### src/rtl/freq_div_ctrl_pkg.sv
// Shared state encoding and requester indices for the reference-clock divider.
package freq_div_ctrl_pkg;

  typedef enum logic [1:0] {
    ST_IDLE      = 2'd0,
    ST_RUN       = 2'd1,
    ST_STOP_PEND = 2'd2
  } state_t;

  localparam int REQ_A = 0;
  localparam int REQ_B = 1;

endpackage

### src/rtl/rr_arb2.sv
// Two-way round-robin arbiter; on a tie the requester not granted last wins.
module rr_arb2
  import freq_div_ctrl_pkg::*;
(
  input  logic       clk_ref,
  input  logic       rst,
  input  logic [1:0] req,
  input  logic       enable,
  output logic [1:0] grant
);

  logic last_grant;  // 1: B was granted most recently

  always_comb begin
    grant = 2'b00;
    if (enable) begin
      if (req[REQ_A] && req[REQ_B]) begin
        grant[REQ_A] = last_grant;
        grant[REQ_B] = ~last_grant;
      end else begin
        grant = req;
      end
    end
  end

  always_ff @(posedge clk_ref or posedge rst) begin
    if (rst) begin
      last_grant <= 1'b1;
    end else if (grant[REQ_B]) begin
      last_grant <= 1'b1;
    end else if (grant[REQ_A]) begin
      last_grant <= 1'b0;
    end
  end

endmodule

### src/rtl/freq_div_ctrl.sv
// Programmable clock divider; two requesters may update the half period,
// which only takes effect on a phase boundary.
// state     | meaning
// IDLE      | stopped, clk_div low, cnt held at 0
// RUN       | dividing clk_ref by 2*(half_cur+1)
// STOP_PEND | en dropped in the high phase; finish it, then IDLE
module freq_div_ctrl
  import freq_div_ctrl_pkg::*;
#(
  parameter int CNT_W    = 16,
  parameter int DEF_HALF = 49
) (
  input  logic             clk_ref,
  input  logic             rst,
  input  logic             en,
  input  logic [1:0]       req,
  input  logic [CNT_W-1:0] half_a,
  input  logic [CNT_W-1:0] half_b,
  output logic [1:0]       ack,
  output logic             clk_div,
  output logic             tick,
  output logic [CNT_W-1:0] half_cur,
  output logic             busy
);

  state_t           state;
  logic [CNT_W-1:0] cnt;
  logic [CNT_W-1:0] pend_val;
  logic             pend_valid;
  logic             arb_en;
  logic             terminal;
  logic             apply;
  logic [1:0]       grant;

  // No arbitration while a value is pending or being acknowledged.
  assign arb_en   = ~pend_valid & (ack == 2'b00);
  assign terminal = (cnt == half_cur);
  assign apply    = pend_valid & ((state == ST_IDLE) | terminal);

  rr_arb2 u_arb (
    .clk_ref (clk_ref),
    .rst     (rst),
    .req     (req),
    .enable  (arb_en),
    .grant   (grant)
  );

  always_ff @(posedge clk_ref or posedge rst) begin
    if (rst) begin
      state      <= ST_IDLE;
      cnt        <= '0;
      clk_div    <= 1'b0;
      tick       <= 1'b0;
      ack        <= 2'b00;
      busy       <= 1'b0;
      pend_valid <= 1'b0;
      pend_val   <= '0;
      half_cur   <= CNT_W'(DEF_HALF);
    end else begin
      tick <= 1'b0;
      ack  <= grant;

      if (grant != 2'b00) begin
        pend_valid <= 1'b1;
        pend_val   <= grant[REQ_B] ? half_b : half_a;
      end else if (apply) begin
        pend_valid <= 1'b0;
        half_cur   <= pend_val;
      end

      case (state)
        ST_IDLE: begin
          cnt     <= '0;
          clk_div <= 1'b0;
          if (en) begin
            state <= ST_RUN;
            busy  <= 1'b1;
          end
        end
        ST_RUN: begin
          if (!en && !clk_div) begin
            state <= ST_IDLE;
            busy  <= 1'b0;
            cnt   <= '0;
          end else if (terminal) begin
            cnt     <= '0;
            clk_div <= ~clk_div;
            tick    <= ~clk_div;
            if (!en) begin
              state <= ST_IDLE;
              busy  <= 1'b0;
            end
          end else begin
            cnt <= cnt + CNT_W'(1);
            if (!en) state <= ST_STOP_PEND;
          end
        end
        ST_STOP_PEND: begin
          // clk_div is high here, so the terminal count always ends the run.
          if (terminal) begin
            cnt     <= '0;
            clk_div <= 1'b0;
            state   <= ST_IDLE;
            busy    <= 1'b0;
          end else begin
            cnt <= cnt + CNT_W'(1);
          end
        end
        default: begin
          state   <= ST_IDLE;
          cnt     <= '0;
          clk_div <= 1'b0;
          busy    <= 1'b0;
        end
      endcase
    end
  end

endmodule

### config.mk
export PLATFORM = sky130hd
export DESIGN_NAME = freq_div_ctrl
export DESIGN_NICKNAME = d
export VERILOG_FILES = /design/src/rtl/freq_div_ctrl_pkg.sv /design/src/rtl/rr_arb2.sv /design/src/rtl/freq_div_ctrl.sv
export SDC_FILE = /design/constraint.sdc
export NUM_CORES = 1
export LEC_CHECK = 0
export BUFFER_PORTS_ARGS = -buffer_cell sky130_fd_sc_hd__buf_2
export CAP_MARGIN = 5
export CORE_UTILIZATION = 30
export DETAILED_ROUTE_END_ITERATION = 7
export HOLD_SLACK_MARGIN = 0.05
export PLACE_DENSITY = 0.57
export SYNTH_ARGS = -nofsm -noshare
export SYNTH_HDL_FRONTEND = slang
export SYNTH_SLANG_ARGS = --single-unit
### constraint.sdc
create_clock -name clk_ref -period 2.7 [get_ports clk_ref]
set_input_delay 0.54 -clock clk_ref [delete_from_list [all_inputs] [get_ports clk_ref]]
set_output_delay 0.54 -clock clk_ref [all_outputs]
set_load 0.03 [all_outputs]
### Word level (Yosys, flattened, before mapping)

Cells that the tools add are included.

* add/sub/neg operators: 1
* multiply operators: 0
* div/mod/pow operators: 0
* order comparisons: 0
* equality and inequality tests: 9
* shifts and indexed selects: 0
* multiplexer cells: 29
* bitwise gates (word level): 7
* reduce and logical (&&, ||, !) cells: 12

Operator list (count)
* 2-to-1 mux 16 bit: 3
* one-hot mux 16 bit (2 select lines): 1
* adder 16 x 1 -> 16 bit (second input constant): 1
* equality test 16 bit: 1
* 2-to-1 mux 2 bit: 8
* 2-to-1 mux 1 bit: 14
* inequality test 2 bit (second input constant): 4
* inequality test 3 bit (second input constant): 2
* one-hot mux 2 bit (3 select lines): 1
* AND reduction 3 bit: 2
* logical NOT 2 bit: 2
* inverter 1 bit: 4
* AND reduction 4 bit: 1
* nonzero test 2 bit: 2
* one-hot mux 1 bit (3 select lines): 1
* bitwise AND 1 bit: 2
* equality test 2 x 1 -> 1 bit (second input constant): 1
* equality test 2 bit (second input constant): 1
* logical AND 1 bit: 2
* logical NOT 1 bit: 2
* one-hot mux 1 bit (2 select lines): 1
* AND reduction 2 bit: 1
* bitwise OR 1 bit: 1

* bits in registers: 57
* latch bits: 0
* memory bits (writable): 0
* memory bits (read-only): 0
* bits of input ports: 37
* output and inout bits: 21
* word-level logic and storage cells: 68
* memories kept: 0

### Logic depth before layout (Yosys ltp)

* depth after elaboration: 6
* mapped depth: 8
* gate-level depth less buffers: 7

### Hierarchy

Synthesis repeated with hierarchy kept, for this count alone.

* cells, all modules: 239
* area total of the unflattened synthesis: 2738.9 µm²

Modules (own cells, without submodules)
* freq_div_ctrl: times used 1, cells each 230, area an instance 2672.6 µm², sequential area each 1405.1 µm²
* rr_arb2: times used 1, cells each 9, area an instance 66.3 µm², sequential area each 26.3 µm²

### Worst setup path before layout

No wires, ideal clock.

* kind: register to register
* from: register half_cur[0]
* to: register half_cur[1]
* arrival time: 1.816 ns
* data required time: 2.575 ns
* slack: 0.759 ns
* stages on the path, launching flop included: 7
* buffers on the path: 1
* cells stage by stage: dfstp_2 xor2_1 nor4_2 and4_4 o21ai_4 buf_12 mux2_4

* word-level cells in the longest chain between the ends: 4

RTL lines
* from (decl): line freq_div_ctrl.sv:22 `output logic [CNT_W-1:0] half_cur,`
* from (signal assigned): line freq_div_ctrl.sv:58 `half_cur <= CNT_W'(DEF_HALF);`
* from (signal assigned): line freq_div_ctrl.sv:68 `half_cur <= pend_val;`
* equality test 16 bit: line freq_div_ctrl.sv:37 `assign terminal = (cnt == half_cur);`
* bitwise OR 1 bit: line freq_div_ctrl.sv:38 `assign apply = pend_valid & ((state == ST_IDLE) | terminal);`
* bitwise AND 1 bit: line freq_div_ctrl.sv:38
* AND reduction 2 bit (no line)

No other way between the ends.
A chain may end at the register's enable or synchronous reset.

### Worst setup path in the final report

* from: register half_cur[4]
* to: register half_cur[10]

Same word-level chain as after synthesis.

==> reports/results.ini <==
[floorplanning]
core_area_um2 = 8760
die_w_um = 97.2
fp-row-count = 34
start_util_pct = 31.0
die_area_um2 = 9450
die_h_um = 97.2
ioPinCount = 58

[setup_path]
cp-endpoint = half_cur[10]
startpoint = half_cur[4]
critPathLaunchType = flop
r2r_start = half_cur[4]
reg2reg_slack_ps = 630
endpoint_kind = flop
r2r-end = half_cur[10]
r2r_cells = 5
crit_type = reg2reg
worstPathRequired_ps = 2920
crit_fanout = 16
critPathArrivalTime_ps = 2290

[logic_synthesis]
synthAdderAreaFrac_pct = 1.84
syn_inst = 253
synth.area.mux_share_pct = 8.42
synth.top_cell.area_share_pct = 48.8
ys_warn_count = 0
avgSynthCellArea_um2 = 10.8
synth_area_um2 = 2720
synthTopCellsByArea = dfrtp_1 49%, xor2_1 7.1%, mux2_4 5.5%, nand2_1 5.5%, nor2_1 4.8%
synth_flop_cell = dfrtp_1
synth_fp_nets = 294
netlist.top_cell.by_area = dfrtp_1
synth_top_family_by_area = simple AND/OR/NAND/NOR gates
yosysSeqAreaShare_pct = 52.6
synth_edf_count = 0
synth-simple-area-share_pct = 17.7
synth_most_common_cell = dfrtp_1
synth-xor-area-share_pct = 9.66
synthTopCellsByCount = 53 x dfrtp_1, 40 x nand2_1, 35 x nor2_1, 22 x xor2_1, 17 x a31oi_1
ys_async_sr_fraction_pct = 100
ys_ff_latch = 57
post_synth_num_cell_types = 31
synth_compound_area_share_pct = 7.13

[clocking]
postCtsSetupBuffers = 0
cts.clk_slew.worst_paths_ps = 70
cts_buffer_depth = 2
cts_root_buffer = clkbuf_8
cts_resized = 0
clkLatencyLatePin_ps = 340
h-tree-depth = 3
cts_num_sinks = 57
cts_made_buffers = 9
cts_tree = done
holdBufCountCts = 0

[finish]
stdcell_area_um2 = 3350
final_nets = 358
drive_above_1_share_pct = 33.2
num_antenna_cells = 0
area_growth_pct = 23.1

[grt]
grt-ovfl-total = 0
antenna_found_initial = 0
grt_max_degree = 35
grt_pass1_vias = 1917
grt_pass1_wl_um = 9730
track_usage_pct = 13.2

[sta]
finalHoldViolCount = 0
finalSetupViolations = 0
skew_ps = 6.68
grt_setup_unrepaired = no
relSlewSlack_pct = 55.5
timing.final.crit_share_pct = 76.7
drv_slew = 0
finalSetupTns_ps = 0
max_slew.worst_pin.slew_ps = 665
finalCriticalPeriod_ps = 2070
max_freq_mhz = 483

[placement]
io_buffers = 57
hpwlAfterDp_um = 4330
dpl-instance-area_um2 = 3120
gp_congestion = 0.772

[power_and_ir_drop]
pwr_density_cell_nw_per_um2 = 1160
leakagePower_nw = 1.55
ir_drop_v = 0.000504

[drt]
viasPerCell = 4.52
vias = 1942
wire_per_inst_um = 13.5
routed_wl_um = 5800
drc_errors = 0
drt_iter0_markers = 72
firstDrtPassIters = 4
ant_nets = 0

[worst_hold_path]
hold_path_class = in2async

[status]
status = completed

[run]
drv_cap = 0

-- registers in the layout, indices dropped and copies added (netlist names), 2 cells and up --
register and count:
ack 2, cnt 16, half_cur 16, state 2, pend_val 16
-- kinds of logic (layout without fill, tap and decap cells) --
kind of cell / after synthesis / count (layout)
buf+inv: 14 / 83
simple gates: 103 / 103
mux: 17 / 17
compound gates: 28 / 28
fa+ha+maj: 4 / 4
flops: 57 / 57
xor+xnor: 30 / 30
-- per-stage QoR --
step	cells	util (%)	power (W)	worst slack, ps	hold slack, ps
floorplan	253	-	0.00262	759	465
global placement	414	35.6	0.00301	649	485
detailed placement	414	35.6	0.00303	637	491
CTS	430	38.2	0.00394	614	273
global route	430	38.2	0.00415	444	301
finish	430	38.2	0.00389	628	260
-- how the worst min path moves through the flow --
| stage | start | to | depth (start not counted) |
|---|---|---|---|
| after detailed placement | pend_val[6] | half_cur[6] | 1 |
| after global placement | busy | busy | 1 |
| after CTS | rst | half_cur[15] | 2 |
| final | rst | state[0] | 2 |
| after global routing | rst | half_cur[15] | 2 |
| after floorplan | cnt[0] | cnt[0] | 1 |
-- where the power goes --
part | switching, W | internal, W
registers | 0.000248 | 0.00118
clock network | 0.000373 | 0.000527
logic | 0.000913 | 0.000645
-- area by class of cell --
class | instances | area (um^2)
Clock buffer | 9 | 124
Clock inverter | 7 | 103
Fill cell | 896 | 5420
Inverter | 6 | 22.5
Multi-Input combinational cell | 182 | 1220
Sequential cell | 57 | 1430
Tap cell | 108 | 135
Timing Repair Buffer | 61 | 315
-- cells in the final DEF (no fill, tap or decap), types with 2 or more instances in the layout --
master / netlist / routed
buf_4: 0 / 4
xor2_1: 22 / 22
and4_1: 2 / 2
dfrtp_1: 53 / 53
nor2_1: 35 / 35
clkinv_4: 0 / 3
mux2_4: 10 / 10
o21ai_0: 3 / 3
nand2_1: 40 / 40
inv_1: 5 / 4
a31oi_1: 17 / 17
nand4_1: 3 / 3
and3_1: 5 / 5
buf_2: 2 / 57
xnor2_1: 8 / 8
nor4_2: 4 / 4
bufinv_16: 0 / 2
nand3_1: 6 / 6
nor3_1: 3 / 3
o21a_1: 3 / 3
o21bai_1: 2 / 2
ha_1: 4 / 4
dfstp_2: 4 / 4
mux2_2: 7 / 7
nor2b_1: 2 / 2
clkbuf_8: 0 / 9
-- critical path: stages, from the launching register on --
cell and delay, ps:
dfstp_2 550, xor2_1 180, nor4_2 80, and4_4 200
o21ai_4 530, mux2_2 410
-- layer usage --
metal	vias up	global-route usage (%)	wire length [um]
met5	-	0	0
met4	0	5.77	90
met3	6	3.45	236
met2	48	19.7	2550
met1	892	18.1	2930
li1	996	-	-
(Power assumes the default switching activity.)
